[src/rtl/sint_diff_accum_if.sv]
// Valid/ready bundle between the SInt subtract stage, the difference accumulator and its consumer.
// The master side drives samples and output-ready; the slave side is the accumulator.
interface sint_diff_accum_if #(
  parameter int WIDTH       = 3,
  parameter int ACC_WIDTH   = 8,
  parameter int COUNT_WIDTH = 4
) ();

  logic signed [WIDTH-1:0]     I;
  logic                        I_valid;
  logic                        I_ready;
  logic [COUNT_WIDTH-1:0]      N;
  logic signed [ACC_WIDTH-1:0] O;
  logic                        O_valid;
  logic                        O_ready;
  logic                        O_ovf;

  modport master (
    output I, I_valid, N, O_ready,
    input  I_ready, O, O_valid, O_ovf
  );

  modport slave (
    input  I, I_valid, N, O_ready,
    output I_ready, O, O_valid, O_ovf
  );

endinterface

[src/rtl/sint_diff_accum.sv]
// Signed difference accumulator: sums max(N,1) sign-extended samples per frame and presents the total.
// Define SINT_DIFF_ACCUM_SAT_EN to saturate on overflow; otherwise the accumulator wraps.
module sint_diff_accum #(
  parameter int WIDTH       = 3,
  parameter int ACC_WIDTH   = 8,
  parameter int COUNT_WIDTH = 4
) (
  input  logic              CLK,
  input  logic              ASYNCRESETN,
  sint_diff_accum_if.slave  bus
);

  localparam logic [1:0] ST_IDLE  = 2'd0;
  localparam logic [1:0] ST_ACCUM = 2'd1;
  localparam logic [1:0] ST_HOLD  = 2'd2;

  logic [1:0]                  state_q, state_d;
  logic signed [ACC_WIDTH-1:0] acc_q,   acc_d;
  logic [COUNT_WIDTH-1:0]      cnt_q,   cnt_d;
  logic [COUNT_WIDTH-1:0]      len_q,   len_d;
  logic                        ovf_q,   ovf_d;
  logic                        o_valid_q, o_valid_d;

  logic                        in_ready;
  logic                        accept;
  logic                        handshake;
  logic                        start_frame;
  logic [COUNT_WIDTH-1:0]      n_len;
  logic [COUNT_WIDTH-1:0]      cnt_inc;
  logic [ACC_WIDTH-1:0]        i_sext;
  logic [ACC_WIDTH:0]          sum_wide;
  logic                        add_ovf;
  logic [ACC_WIDTH-1:0]        add_res;

  // Ready is a pure function of state and downstream ready, held low while reset is asserted.
  always_comb begin
    in_ready = 1'b0;
    case (state_q)
      ST_IDLE, ST_ACCUM: in_ready = 1'b1;
      ST_HOLD:           in_ready = bus.O_ready;
      default:           in_ready = 1'b0;
    endcase
    in_ready = in_ready & ASYNCRESETN;
  end

  assign accept    = bus.I_valid & in_ready;
  assign handshake = o_valid_q & bus.O_ready;

  // In HOLD an accept is only possible when O_ready is high, i.e. together with the handshake.
  assign start_frame = accept & ((state_q == ST_IDLE) | ((state_q == ST_HOLD) & handshake));

  assign n_len   = (bus.N == '0) ? COUNT_WIDTH'(1) : bus.N;
  assign cnt_inc = cnt_q + COUNT_WIDTH'(1);

  // One guard bit above the accumulator; a mismatch between the top two bits means overflow.
  assign i_sext   = {{(ACC_WIDTH-WIDTH){bus.I[WIDTH-1]}}, bus.I};
  assign sum_wide = {acc_q[ACC_WIDTH-1], acc_q} + {i_sext[ACC_WIDTH-1], i_sext};
  assign add_ovf  = sum_wide[ACC_WIDTH] ^ sum_wide[ACC_WIDTH-1];

`ifdef SINT_DIFF_ACCUM_SAT_EN
  localparam logic [ACC_WIDTH-1:0] ACC_MAX = {1'b0, {(ACC_WIDTH-1){1'b1}}};
  localparam logic [ACC_WIDTH-1:0] ACC_MIN = {1'b1, {(ACC_WIDTH-1){1'b0}}};

  // The guard bit carries the sign of the true result, which picks the clamp direction.
  assign add_res = add_ovf ? (sum_wide[ACC_WIDTH] ? ACC_MIN : ACC_MAX)
                           : sum_wide[ACC_WIDTH-1:0];
`else
  assign add_res = sum_wide[ACC_WIDTH-1:0];
`endif

  // NOTE: every signal assigned here gets a default first, so no path can infer a latch.
  always_comb begin
    state_d = state_q;
    acc_d   = acc_q;
    cnt_d   = cnt_q;
    len_d   = len_q;
    ovf_d   = ovf_q;

    if (start_frame) begin
      acc_d   = i_sext;
      cnt_d   = COUNT_WIDTH'(1);
      len_d   = n_len;
      ovf_d   = 1'b0;
      state_d = (n_len == COUNT_WIDTH'(1)) ? ST_HOLD : ST_ACCUM;
    end else begin
      case (state_q)
        ST_IDLE: begin
          state_d = ST_IDLE;
        end
        ST_ACCUM: begin
          if (accept) begin
            acc_d = add_res;
            ovf_d = ovf_q | add_ovf;
            cnt_d = cnt_inc;
            if (cnt_inc == len_q) begin
              state_d = ST_HOLD;
            end
          end
        end
        ST_HOLD: begin
          if (handshake) begin
            state_d = ST_IDLE;
          end
        end
        default: begin
          state_d = ST_IDLE;
        end
      endcase
    end
  end

  assign o_valid_d = (state_d == ST_HOLD);

  // NOTE: state uses non-blocking assignments so all flops update from the same pre-edge values.
  always_ff @(posedge CLK or negedge ASYNCRESETN) begin
    if (!ASYNCRESETN) begin
      state_q   <= ST_IDLE;
      acc_q     <= '0;
      cnt_q     <= '0;
      len_q     <= COUNT_WIDTH'(1);
      ovf_q     <= 1'b0;
      o_valid_q <= 1'b0;
    end else begin
      state_q   <= state_d;
      acc_q     <= acc_d;
      cnt_q     <= cnt_d;
      len_q     <= len_d;
      ovf_q     <= ovf_d;
      o_valid_q <= o_valid_d;
    end
  end

  assign bus.I_ready = in_ready;
  assign bus.O       = acc_q;
  assign bus.O_valid = o_valid_q;
  assign bus.O_ovf   = ovf_q;

endmodule

[src/flat_wrapper.sv]
// flat-port wrapper written by rule: the top's interface ports become plain ports
module sint_diff_accum_flat 
#(
  parameter int WIDTH       = 3,
  parameter int ACC_WIDTH   = 8,
  parameter int COUNT_WIDTH = 4
)
  (CLK, ASYNCRESETN, bus_I, bus_I_valid, bus_N, bus_O_ready, bus_I_ready, bus_O, bus_O_valid, bus_O_ovf);
  sint_diff_accum_if #(.WIDTH(WIDTH), .ACC_WIDTH(ACC_WIDTH), .COUNT_WIDTH(COUNT_WIDTH)) bus_i ();
  input  logic CLK;
  input  logic ASYNCRESETN;
  input wire logic [$bits(bus_i.I)-1:0] bus_I;
  input wire logic [$bits(bus_i.I_valid)-1:0] bus_I_valid;
  input wire logic [$bits(bus_i.N)-1:0] bus_N;
  input wire logic [$bits(bus_i.O_ready)-1:0] bus_O_ready;
  output wire logic [$bits(bus_i.I_ready)-1:0] bus_I_ready;
  output wire logic [$bits(bus_i.O)-1:0] bus_O;
  output wire logic [$bits(bus_i.O_valid)-1:0] bus_O_valid;
  output wire logic [$bits(bus_i.O_ovf)-1:0] bus_O_ovf;
  assign bus_i.I = bus_I;
  assign bus_i.I_valid = bus_I_valid;
  assign bus_i.N = bus_N;
  assign bus_i.O_ready = bus_O_ready;
  assign bus_I_ready = bus_i.I_ready;
  assign bus_O = bus_i.O;
  assign bus_O_valid = bus_i.O_valid;
  assign bus_O_ovf = bus_i.O_ovf;
  sint_diff_accum #(.WIDTH(WIDTH), .ACC_WIDTH(ACC_WIDTH), .COUNT_WIDTH(COUNT_WIDTH)) u_core (.CLK(CLK), .ASYNCRESETN(ASYNCRESETN), .bus(bus_i));
endmodule
[config.mk]
export PLATFORM = sky130hd
export DESIGN_NAME = sint_diff_accum_flat
export DESIGN_NICKNAME = d
export VERILOG_FILES = /design/src/rtl/sint_diff_accum_if.sv /design/src/rtl/sint_diff_accum.sv /design/src/flat_wrapper.sv
export SDC_FILE = /design/constraint.sdc
export NUM_CORES = 1
export LEC_CHECK = 0
export ABC_AREA = 1
export BUFFER_PORTS_ARGS = -buffer_cell sky130_fd_sc_hd__buf_2
export CAP_MARGIN = 20
export CORE_MARGIN = 2
export CORE_UTILIZATION = 40
export DETAILED_ROUTE_END_ITERATION = 16
export GPL_TIMING_DRIVEN = 0
export MAX_ROUTING_LAYER = met4
export PLACE_DENSITY = 0.65
export REMOVE_ABC_BUFFERS = 1
export SYNTH_ARGS = -nofsm -noshare
export SYNTH_HDL_FRONTEND = slang
export SYNTH_SLANG_ARGS = --single-unit
[constraint.sdc]
create_clock -name CLK -period 1.9 [get_ports CLK]
set_clock_uncertainty 0.1 [all_clocks]
set_input_delay 0.19 -clock CLK [delete_from_list [all_inputs] [get_ports CLK]]
set_output_delay 0.19 -clock CLK [all_outputs]
set_load 0.005 [all_outputs]
Word-level counts from Yosys, hierarchy flattened:

Index checks and enable logic that the tools add are counted.

* $add $sub $neg: 2
* bitwise gates (word level): 8
* equality and inequality tests: 5
* mux-type cells: 17
* reduce and logical (&&, ||, !) cells: 6

Operator list (number)
* 2-to-1 mux 8 bit: 3
* 2-to-1 mux 4 bit: 4
* 2-to-1 mux 2 bit: 5
* adder 8 x 3 -> 9 bit: 1
* AND 1 bit: 5
* adder 4 x 1 -> 4 bit, second input constant: 1
* equality test 2 bit, second input constant: 2
* equality test 4 x 1 -> 1 bit, second input constant: 1
* equality test 4 bit: 1
* logical NOT 4 bit: 1
* case mux 2 bit (2 select lines): 1
* nonzero test 2 bit: 2
* 2-to-1 mux 1 bit: 3
* equality test 2 x 1 -> 1 bit, second input constant: 1
* logical NOT 2 bit: 1
* OR 1 bit: 2
* case mux 1 bit (2 select lines): 1
* AND reduction 2 bit: 1
* OR reduction 2 bit: 1
* XOR 1 bit: 1

* bits in registers: 20
* output and inout bits: 11
* bits of input ports: 11

Logic depth before layout (Yosys ltp):

Gate-level depths: netlist of run 1.

* depth in word-level cells: 9
* gate-level depth with buffers: 11
* mapped depth without buffers: 11

Least setup slack after synthesis of run 1:

Ideal clock, no wire load.

* kind: reg-to-reg
* start point: register u_core.acc_q[0] (netlist: u_core.bus.O[0])
* end point: register u_core.ovf_q (netlist: u_core.bus.O_ovf)
* path slack: 0.145 ns
* setup time: 0.077 ns
* path buffers: 0
* arrival time: 1.577 ns
* period minus slack after synthesis: 1.755 ns
* required time: 1.723 ns
* stages on the path, launching flop included: 11
* cell sequence: dfrtp_1 ha_1 inv_1 fa_1 o21ai_1 nand2_1 nand3_1 inv_1 nand2_1 nand3_1 a21oi_1

* cells in the longest elaborated chain, start to end: 6

RTL lines
* from (decl): line sint_diff_accum.sv:18 `logic signed [ACC_WIDTH-1:0] acc_q, acc_d;`
* from (signal assigned): line sint_diff_accum.sv:118 `acc_q <= '0;`
* from (signal assigned): line sint_diff_accum.sv:125 `acc_q <= acc_d;`
* adder 8 x 3 -> 9 bit: line sint_diff_accum.sv:57 `assign sum_wide = {acc_q[ACC_WIDTH-1], acc_q} + {i_sext[ACC_WIDTH-1], i_sext};`
* XOR 1 bit: line sint_diff_accum.sv:58 `assign add_ovf = sum_wide[ACC_WIDTH] ^ sum_wide[ACC_WIDTH-1];`
* OR 1 bit: line sint_diff_accum.sv:93 `ovf_d = ovf_q | add_ovf;`
* 2-to-1 mux 1 bit: line sint_diff_accum.sv:91 `if (accept) begin`
* 2-to-1 mux 1 bit: line sint_diff_accum.sv:86 `case (state_q)`
* 2-to-1 mux 1 bit: line sint_diff_accum.sv:79 `if (start_frame) begin`
* to (signal assigned): line sint_diff_accum.sv:128 `ovf_q <= ovf_d;`
* to (decl): line sint_diff_accum.sv:21 `logic ovf_q, ovf_d;`

Every way passes these cells. The select of a mux whose other input is x is not followed.
A chain may end at the register's enable or synchronous reset.

Worst setup path in the final report of run 1:

* start point: register u_core.state_q[0]
* end point: register u_core.acc_q[0] (netlist: u_core.bus.O[0])

* cells in the longest elaborated chain, start to end: 8

RTL lines
* from (decl): line sint_diff_accum.sv:17 `logic [1:0] state_q, state_d;`
* from (signal assigned): line sint_diff_accum.sv:124 `state_q <= state_d;`
* equality test 2 x 1 -> 1 bit or logical NOT 2 bit (tied branches): line sint_diff_accum.sv:38, sint_diff_accum.sv:86, sint_diff_accum.sv:50
* OR reduction 2 bit: line sint_diff_accum.sv:38 `case (state_q)`
* case mux 1 bit (2 select lines): line sint_diff_accum.sv:38
* AND 1 bit: line sint_diff_accum.sv:43 `in_ready = in_ready & ASYNCRESETN;`
* AND 1 bit: line sint_diff_accum.sv:46 `assign accept = bus.I_valid & in_ready;`
* AND 1 bit: line sint_diff_accum.sv:50 `assign start_frame = accept & ((state_q == ST_IDLE) | ((state_q == ST_HOLD) & handshake));`
* nonzero test 2 bit (no line)
* AND reduction 2 bit (no line)

Parallel ways exist; a longest one is shown, timed or not.

==> run metrics, run 1 <==
status finished clean; end-of-flow core utilization 0.515; Core Area 3390 sq um; # DRC 0; Tightest Pin Transition 860 ps; area delta synth->final 22.3%; storage element area 503 sq um; Syn Std Cell Area 1430 sq um; DRT Pass-1 Iters 4; largest net degree at the start of global routing 20; setup tns final 0 ps; clk buf depth 2; CP Launch Type flop; vias in the first global route 1,168; IO Pins 22; fin. max-slew vios 0; Unique masters post-synth 32; number of fill cells in the layout 324; Seq/Total Area, Yosys 0.352; Slew HR 0.426; Die Area 4060 sq um; htree depth 1; share of cells above drive strength 1 0.248; Layout Cells excl Fill 264; Avg Vias per Cell 4.86; Final Instance Area 1740 sq um; RSZ-0062 raised after global routing false; #FFs+latches synth 20; final hold vios 0; diode count 0; row count 21; kind of critical path flop to flop; CP endpoint kind flop; root buffer cell clkbuf_4; Peak VDD IR 697 uV; port buffer count 21; Synth Area per Inst 7.88 sq um; Die X 63.7 microns; YS warnings 0; Final Critical Period 1770 ps; Routed Antenna Nets 0; Clk pin slew, worst setup/hold paths 120 ps; GRT Util Overall 0.165; Worst-Skew Late Latency 300 ps; Arrival @ worst endpoint 1880 ps; worst path bufs/invs 2; GR Overflow Total 0; Placed Cells 247; initial cell density of the core 0.421; cell chain of the critical path ha_1 -> nor2_2 -> nand3_4 -> a21oi_4 -> inv_4 -> nor2_8 -> inv_4 -> nor2_1 -> nor2_1; routed len/inst 11.5 microns; multi-input logic area 817 sq um; initial antenna violation count 0; first-pass GRT wire length 5.11 mm; min-delay worst type input pin to flop; Mapped Cells 181; Critical Path RT 2010 ps; CTS tree built; die extent in y 63.7 microns; fin crit share 0.934; Max Cap Viol 0; Routed WL 3.03 mm; gp weighted congestion 0.789; number of buffers created by CTS 3; Power Dens Cells 1180 nW/um^2; Max stage delay on crit path 440 ps; Nets 244; Sink Count 20; Max Freq 0.563 GHz; dpl hpwl 2.23 mm; Via Count 1,284; crit-path leading delay family simple AND/OR/NAND/NOR gates; Area after DPL 1580 sq um; CP max FO 9; Design Power 2.05 mW; Worst path slowest cell dfrtp_1; final setup vio count 0; Leak 0.894 nW; DR iter-0 viols 38
[metal layers]
metal | share of wire | GRT usage | up-vias
met2 | 0.47 | 0.262 | 23
met4 | 0.012 | 0.0598 | 0
met3 | 0.034 | 0.0286 | 4
met1 | 0.49 | 0.210 | 594
li1 | - | - | 663
met5 | 0 | - | -
[cell families after synthesis]
group,after synthesis,synth area share
AOI/OAI and AO/OA,38,0.157
DFF,20,0.352
buffers and inverters,30,0.0851
adders and majority gates,14,0.128
and+or+nand+nor,73,0.241
xor gates and xnor gates,6,0.0368
[cell usage in the layout, fill, tap and decap left out, types with 3 or more instances in the layout]
cell	instances
a21oi_1	15
xor2_1	3
clkbuf_4	3
inv_1	24
nand3_1	13
inv_2	3
buf_4	9
dfrtp_1	18
nor2_1	8
xnor2_1	3
buf_2	21
ha_1	12
o21ai_0	6
o21ai_1	7
nand2_1	44
[stage by stage]
stage               hold WS, ps  worst slack [ps]
global route               27.5              2.27
CTS                        14.2              4.12
detailed placement         82.2              -146
global placement           79.6              -131
floorplan                  -206               145
finish                     22.9               125
[synth_stat cells]
master / count / area share
nand2_1: 44 / 0.12
inv_1: 25 / 0.066
dfrtp_1: 19 / 0.33
a21oi_1: 15 / 0.053
ha_1: 13 / 0.11
nand3_1: 13 / 0.046
nor2_1: 8 / 0.021
o21ai_0: 7 / 0.025
o21ai_1: 7 / 0.025
xnor2_1: 3 / 0.018
xor2_1: 3 / 0.018
inv_2: 2 / 0.0053
inv_4: 2 / 0.0088
o22ai_1: 2 / 0.0088
a21boi_0: 1 / 0.0053
a21oi_4: 1 / 0.011
a31oi_1: 1 / 0.0044
buf_4: 1 / 0.0053
dfstp_2: 1 / 0.018
fa_1: 1 / 0.014
nand3_2: 1 / 0.0070
nand3_4: 1 / 0.012
nand4_1: 1 / 0.0044
nor2_2: 1 / 0.0044
nor2_4: 1 / 0.0079
nor2_8: 1 / 0.014
nor3_1: 1 / 0.0035
nor3b_1: 1 / 0.0053
o21ai_2: 1 / 0.0061
o21bai_1: 1 / 0.0053
o22ai_2: 1 / 0.0088
o31ai_1: 1 / 0.0053
[sequential cells by signal, summed over array words and instances (netlist names)]
| register | count |
|---|---|
| u_core.cnt_q | 4 |
| u_core.bus.O_valid | 1 |
| u_core.bus.O_ovf | 1 |
| u_core.len_q | 4 |
| u_core.bus.O | 8 |
| u_core.state_q | 2 |
[area by class of cell]
type,count,share of cell area
Sequential cell,20,0.288
Timing Repair Buffer,34,0.124
Clock buffer,4,0.0208
Tap cell,46,0.0330
Inverter,29,0.0653
Multi-Input combinational cell,131,0.468
[path summary, 6_finish.rpt]
kind,endpoint,slack [ps],from,cells past startpoint
max,u_core.bus.O[0],130,u_core.state_q[0],9
min,u_core.len_q[1],20,bus_N[1],3
max reg2reg,u_core.bus.O[0],130,u_core.state_q[0],9
min reg2reg,u_core.len_q[0],410,u_core.len_q[0],2
max in group asynchronous,u_core.cnt_q[0],450,ASYNCRESETN,3
min in group asynchronous,u_core.len_q[0],300,ASYNCRESETN,2
[report_power, final]
group / switching, mW / leakage, nW / internal [mW]
combinational: 0.606 / 0.629 / 0.500
sequential: 0.123 / 0.243 / 0.574
clock: 0.135 / 0.0210 / 0.117
[timing repair]
action,CTS,global route
endpoints found under the setup margin,7,32
hold endpoints to repair,19,1
hold buffers,2,1
resized for setup,1,8
pin swaps,1,2
buffers inserted,5,5
[tightest hold or removal path, cell delays in order]
cell,delay (ps)
buf_2,100
nand2_1,50
o21ai_0,50
Note: power is estimated with default switching activity, not from simulation.
==> run 2: changes to the inputs <==
--- a/config.mk
+++ b/config.mk
@@ -5,7 +5,7 @@
 export SDC_FILE = /design/constraint.sdc
 export NUM_CORES = 1
 export LEC_CHECK = 0
-export ABC_AREA = 1
+export ABC_AREA = 0
 export BUFFER_PORTS_ARGS = -buffer_cell sky130_fd_sc_hd__buf_2
 export CAP_MARGIN = 20
 export CORE_MARGIN = 2
==> run 2 against run 1 <==
Effect of this change: the run now ends with setup timing left; routed wire length grew 33%; power is 10% lower; clock-buffer cell count is the same; critical path depth is the same; clock power shrank 14%; worst setup slack lost 330 ps; maximum frequency down 16%; sequential power down 6.2%; non-clock buffer count up 18; global-route usage increased by 5.0 points.
==> run metrics, run 2 <==
status finished with violations (was finished clean); failing checks setup timing; share of cells above drive strength 1 0.511 (was 0.248); Hold EP u_core.len_q[1] (unchanged); routed len/inst 17.0 microns (was 11.5 microns); # DRC 0 (unchanged); Unique masters post-synth 43 (was 32); Synth top area share 0.354 (was 0.333); final setup vio count 19 (was 0); RSZ-0062 raised after global routing true (was false); NetSw 717 uW (was 863 uW); gp weighted congestion 0.808 (was 0.789); port buffer count 21 (unchanged); Tightest Pin Transition 892 ps (was 860 ps); Die Area 3830 sq um (was 4060 sq um); root buffer cell clkbuf_4 (unchanged); Yosys top cell by area dfrtp_1 (unchanged); row count 21 (unchanged); htree depth 1 (unchanged); Mapped Cells 137 (was 181); Comb pwr share 0.529 (was 0.538); CP endpoint kind flop (unchanged); vias in the first global route 1,265 (was 1,168); initial antenna violation count 0 (unchanged); count leader, synth dfrtp_1 (was nand2_1); Switching Fraction 0.388 (was 0.420); CP max FO 8 (was 9); Syn Std Cell Area 1340 sq um (was 1430 sq um); Nets 216 (was 244); Clk pin slew, worst setup/hold paths 110 ps (was 120 ps); ranking of synthesized cells by area dfrtp_1, ha_1, xnor2_1, a221o_1, nand2_1 (was dfrtp_1, nand2_1, ha_1, inv_1, a21oi_1); fin. max-slew vios 0 (unchanged); end-of-flow core utilization 0.636 (was 0.515); Hold Crit Start bus_N[1] (unchanged); Seq pwr share 0.354 (was 0.339); Synth Area per Inst 9.79 sq um (was 7.88 sq um); Max Freq 0.475 GHz (was 0.563 GHz); area delta synth->final 55.8% (was 22.3%); Sink Count 20 (unchanged); GR Overflow Total 0 (unchanged); Die X 61.9 microns (was 63.7 microns); ys async rst share 1.00 (unchanged); commonest register cell after synthesis dfrtp_1 (unchanged); Final WS setup -207 ps (was 125 ps); GRT Util Overall 0.215 (was 0.165); Post-synth EDFFs 0 (unchanged); first-pass GRT wire length 5.79 mm (was 5.11 mm); IO Pins 22 (unchanged); Core Area 3280 sq um (was 3390 sq um); YS warnings 0 (unchanged); reg-to-reg slack, setup -210 ps (was 130 ps); Seq/Total Area, Yosys 0.374 (was 0.352); die extent in y 61.9 microns (was 63.7 microns); #FFs+latches synth 20 (unchanged); top cells by count, synth dfrtp_1, ha_1, nand2_1 (was nand2_1, inv_1, dfrtp_1, a21oi_1); FF-to-FF End u_core.bus.O[6] (was u_core.bus.O[0]); Int Pwr 1.13 mW (was 1.19 mW); Avg Vias per Cell 5.50 (was 4.86); final hold vios 0 (unchanged); DRT Pass-1 Iters 4 (unchanged); min-delay worst type input pin to flop (unchanged); R2R cell count 9 (unchanged); Worst-Skew Late Latency 310 ps (was 300 ps); Final Critical Period 2110 ps (was 1770 ps); kind of critical path flop to flop (unchanged); largest net degree at the start of global routing 20 (unchanged); Slew HR 0.404 (was 0.426); dpl hpwl 2.15 mm (was 2.23 mm); Leak 0.905 nW (was 0.894 nW); Cells on Worst Hold Path 2 (was 3); diode count 0 (unchanged); DR iter-0 viols 59 (was 38); Max Cap Viol 0 (unchanged); clock power share 0.117 (was 0.122); pre-CTS setup slack -485 ps (was -146 ps); most common cell after layout, fill and taps aside buf_2 (was nand2_1); clk buf depth 2 (unchanged); Via Count 1,297 (was 1,284); initial cell density of the core 0.408 (was 0.421); Peak VDD IR 386 uV (was 697 uV); Routed Antenna Nets 0 (unchanged); number of buffers created by CTS 3 (unchanged); CP Launch Type flop (unchanged); Routed WL 4.02 mm (was 3.03 mm); Power Dens Cells 885 nW/um^2 (was 1180 nW/um^2); Critical Path RT 2000 ps (was 2010 ps); r2r startpoint u_core.state_q[1] (was u_core.state_q[0]); fin crit share 1.11 (was 0.934); CTS tree built (unchanged); commonest cells after routing, fill and taps aside buf_2, dfrtp_1, buf_4 (was nand2_1, inv_1, buf_2); Arrival @ worst endpoint 2210 ps (was 1880 ps); max FFs per register 8 (unchanged)
run 2: cell count changes after synthesis, sizes merged, moves of 3 or more:
cell / before / now
nor2b: 0 / 4
xnor2: 3 / 8
o21ai: 15 / 12
o21a: 0 / 3
nand3: 15 / 2
nand2: 44 / 13
inv: 29 / 6
a221o: 0 / 6
a21oi: 16 / 4
run 2: per-layer routing:
metal / wire length [microns] / vias up / track usage
met2: 2090 / 33 / 0.358
li1: - / 612 / -
met5: 0 / - / -
met3: 128 / 4 / 0.0352
met4: 36 / 0 / 0.0760
met1: 1760 / 648 / 0.264
run 2: area by class of cell:
class | instances | area [sq um]
Fill cell | 259 | 1190
Inverter | 6 | 27.5
Sequential cell | 20 | 504
Tap cell | 46 | 57.6
Clock buffer | 4 | 26.3
Timing Repair Buffer | 52 | 405
Multi-Input combinational cell | 108 | 1070
run 2: worst max path at each step:
stage | from | end | slack, ps | cells past startpoint
2_1_floorplan | u_core.state_q[1] | u_core.bus.O_valid | -410 | 8
3_3_place_gp | u_core.state_q[1] | u_core.bus.O_valid | -900 | 8
5_1_grt | u_core.bus.O[0] | u_core.bus.O_ovf | -340 | 10
3_5_place_dp | u_core.state_q[0] | u_core.bus.O[4] | -490 | 6
6_report | u_core.state_q[1] | u_core.bus.O[6] | -210 | 9
4_1_cts | u_core.bus.O[0] | u_core.bus.O[6] | -220 | 9
run 2: cells by family (layout without fill, tap and decap cells):
kind of cell,after synthesis,count (layout),synth area share
DFF,20,20,0.374
buffers and inverters,9,62,0.0270
adders and majority gates,14,14,0.136
AOI/OAI and AO/OA,42,42,0.228
and+or+nand+nor,38,38,0.140
xor gates and xnor gates,11,11,0.0718
muxes,3,3,0.0233
run 2: worst max-delay path, stage by stage (launching register included):
cell and delay, ps:
dfrtp_1 410, buf_6 130, buf_6 110, ha_4 180
a211oi_4 310, buf_6 160, nor2_4 50, o21ai_4 110
nor2_4 110, a221o_1 330
run 2: through the flow:
stage / cells / setup TNS (ps) / area (sq um) / hold WS [ps] / power [mW]
2_1_floorplan: 134 / -2710 / 1330 / -206 / 1.15
3_3_place_gp: 201 / -11050 / 1490 / 69.3 / 1.30
3_5_place_dp: 202 / -5340 / 1500 / 76.5 / 1.34
4_1_cts: 230 / -1520 / 1980 / 31.5 / 1.76
5_1_grt: 236 / -3180 / 2090 / 23.6 / 1.98
6_report: 236 / -2290 / 2090 / 31.7 / 1.85
run 2: repair_timing:
| action | in CTS | in global routing |
|---|---|---|
| buffers inserted | 18 | 9 |
| pin swaps | 25 | 17 |
| hold endpoints to repair | 21 | 0 |
| hold buffers | 4 | 0 |
| setup endpoints to repair | 18 | 21 |
| resized for setup | 58 | 22 |
| gates cloned | 2 | 0 |
run 2: power by group through the flow:
stage / registers, mW / clock network (mW) / logic [mW]
after floorplan: 0.615 / 0 / 0.532
after global placement: 0.621 / 0 / 0.680
after detailed placement: 0.629 / 0 / 0.710
after CTS: 0.633 / 0.219 / 0.910
after global routing: 0.664 / 0.248 / 1.07
final: 0.654 / 0.216 / 0.978
==> run 3: changes to the inputs <==
--- a/config.mk
+++ b/config.mk
@@ -10,8 +10,10 @@
 export CAP_MARGIN = 20
 export CORE_MARGIN = 2
 export CORE_UTILIZATION = 40
+export CTS_BUF_LIST = sky130_fd_sc_hd__clkbuf_16
 export DETAILED_ROUTE_END_ITERATION = 16
 export GPL_TIMING_DRIVEN = 0
+export HOLD_SLACK_MARGIN = 0.02
 export MAX_ROUTING_LAYER = met4
 export PLACE_DENSITY = 0.65
 export REMOVE_ABC_BUFFERS = 1
==> run 3 against run 2 <==
Effect of this change: the run still ends with setup timing left; critical path type unchanged; routed wire length down 1.8%; worst setup slack worse by 64 ps; highest routed layer unchanged; power up 12%; combinational power up 2.0%; sequential power down 3%; maximum frequency down 2.9%; cell count down 1.7%; worst hold slack better by 11 ps; critical endpoint is now u_core.bus.O_ovf.
==> run metrics, run 3 (same netlist as run 2, synthesis figures left out) <==
most common cell after layout, fill and taps aside buf_2 (unchanged); initial antenna violation count 0 (unchanged); Tightest Pin Transition 910 ps (was 892 ps); status finished with violations (unchanged); Seq pwr share 0.305 (was 0.354); Cells on Worst Hold Path 3 (was 2); commonest cells after routing, fill and taps aside buf_2, dfrtp_1, buf_4 (unchanged); Final WS setup -271 ps (was -207 ps); fin crit share 1.14 (was 1.11); end-of-flow core utilization 0.644 (was 0.636); Layout Cells excl Fill 232 (was 236); max FFs per register 8 (unchanged); failing checks setup timing (unchanged); Avg Vias per Cell 5.36 (was 5.50); GRT Util Overall 0.206 (was 0.215); Routed WL 3.95 mm (was 4.02 mm); fin. max-slew vios 0 (unchanged); area delta synth->final 57.6% (was 55.8%); Placed Cells 202 (unchanged); Hold EP u_core.len_q[3] (was u_core.len_q[1]); hold slack 43.2 ps (was 31.7 ps); NetSw 743 uW (was 717 uW); Max Freq 0.461 GHz (was 0.475 GHz); largest net degree at the start of global routing 20 (unchanged); min-delay worst type input pin to flop (unchanged); die extent in y 61.9 microns (unchanged); R2R cell count 10 (was 9); share of cells above drive strength 1 0.495 (was 0.511); FF-to-FF End u_core.bus.O_ovf (was u_core.bus.O[6]); GR Overflow Total 0 (unchanged); Sink Count 20 (unchanged); Die X 61.9 microns (unchanged); row count 21 (unchanged); Int Pwr 1.33 mW (was 1.13 mW); Max Cap Viol 0 (unchanged); kind of critical path flop to flop (unchanged); routed len/inst 17.0 microns (about the same); number of fill cells in the layout 244 (was 259); number of buffers created by CTS 3 (unchanged); clk buf depth 2 (unchanged); Via Count 1,244 (was 1,297); gp weighted congestion 0.808 (unchanged); CP max FO 3 (was 8); DRT Pass-1 Iters 4 (unchanged); Design Power 2.08 mW (was 1.85 mW); RSZ-0062 raised after global routing true (unchanged); first-pass GRT wire length 5.50 mm (was 5.79 mm); Peak VDD IR 444 uV (was 386 uV); Routed Antenna Nets 0 (unchanged); CP endpoint kind flop (unchanged); clock power share 0.214 (was 0.117); Comb pwr share 0.481 (was 0.529); final hold vios 0 (unchanged); IO Pins 22 (unchanged); final setup vio count 13 (was 19); root buffer cell clkbuf_16 (was clkbuf_4); Arrival @ worst endpoint 2240 ps (was 2210 ps); dpl hpwl 2.15 mm (unchanged); # DRC 0 (unchanged); Hold Crit Start bus_N[3] (was bus_N[1]); Nets 212 (was 216); Switching Fraction 0.358 (was 0.388); reg-to-reg slack, setup -270 ps (was -210 ps); Worst-Skew Late Latency 260 ps (was 310 ps); port buffer count 21 (unchanged); pre-CTS setup slack -485 ps (unchanged); CTS tree built (unchanged); CP Launch Type flop (unchanged); Slew HR 0.392 (was 0.404); Leak 0.907 nW (was 0.905 nW); Power Dens Cells 983 nW/um^2 (was 885 nW/um^2); Die Area 3830 sq um (unchanged); DR iter-0 viols 33 (was 59); Clk pin slew, worst setup/hold paths 60 ps (was 110 ps); Critical Path RT 1970 ps (was 2000 ps); Core Area 3280 sq um (unchanged); vias in the first global route 1,198 (was 1,265); diode count 0 (unchanged); r2r startpoint u_core.bus.O[0] (was u_core.state_q[1]); htree depth 1 (unchanged); initial cell density of the core 0.408 (unchanged); Final Critical Period 2170 ps (was 2110 ps)
## run 3: cell count changes in the layout (fill, tap and decap cells not counted), moves of 2 or more
cell / change
clkbuf_4: -3
inv_4: +3
nand2_1: +3
o21ai_2: -3
o21ai_1: +2
clkbuf_16: +3
nand2_2: -3
dlygate4sd3_1: -2
buf_6: -2
## run 3: final cells by class
cell class,instances,area (sq um),area share
sequential,20,504,0.238
clock buffer,3,75.1,0.0355
multi-input combinational,108,1070,0.505
tap,46,57.6,0.0272
inverter,6,30.0,0.0142
timing repair buffer,48,375,0.178
clock inverter,1,3.75,0.00178
## run 3: power by group through the flow
stage	registers, mW	clock network, mW	logic (mW)
4_1_cts	0.631	0.440	0.875
5_1_grt	0.647	0.469	1.09
2_1_floorplan	0.615	0	0.532
3_3_place_gp	0.621	0	0.680
6_report	0.634	0.445	0.998
3_5_place_dp	0.629	0	0.710
## run 3: worst max path at each step
| stage | startpoint | to | slack (ps) | cells past startpoint |
|---|---|---|---|---|
| floorplan | u_core.state_q[1] | u_core.bus.O_valid | -410 | 8 |
| global placement | u_core.state_q[1] | u_core.bus.O_valid | -900 | 8 |
| detailed placement | u_core.state_q[0] | u_core.bus.O[4] | -490 | 6 |
| CTS | u_core.bus.O[0] | u_core.bus.O[6] | -210 | 9 |
| global route | u_core.bus.O[0] | u_core.bus.O_ovf | -360 | 10 |
| finish | u_core.bus.O[0] | u_core.bus.O_ovf | -270 | 10 |
## run 3: repair_timing
item | in CTS | in global routing
setup buffers | 15 | 9
hold buffers | 2 | 0
gates resized for setup | 49 | 26
pin swaps | 20 | 19
setup endpoints to repair | 18 | 17
endpoints found under the hold margin | 19 | 0
## run 3: critical path, cell delays in order, from the launching register on
cell,delay (ps)
dfrtp_1,360
ha_2,190
inv_2,40
fa_2,360
nor2b_4,130
o31a_1,190
buf_4,140
nand3_2,70
o31ai_2,70
a41oi_2,160
a211oi_2,270
## run 3: stage by stage
| stage | TNS (ps) | area (sq um) |
|---|---|---|
| 4_1_cts | -775 | 1930 |
| 6_report | -1230 | 2110 |
| 3_3_place_gp | -11050 | 1490 |
| 2_1_floorplan | -2710 | 1330 |
| 3_5_place_dp | -5340 | 1500 |
| 5_1_grt | -2010 | 2110 |
## run 3: layer usage
metal | GRT usage | routed length, microns | vias to the layer above
li1 | - | - | 607
met1 | 0.235 | 1710 | 607
met2 | 0.356 | 2050 | 22
met3 | 0.0373 | 109 | 8
met4 | 0.0851 | 79 | 0
met5 | - | 0 | -
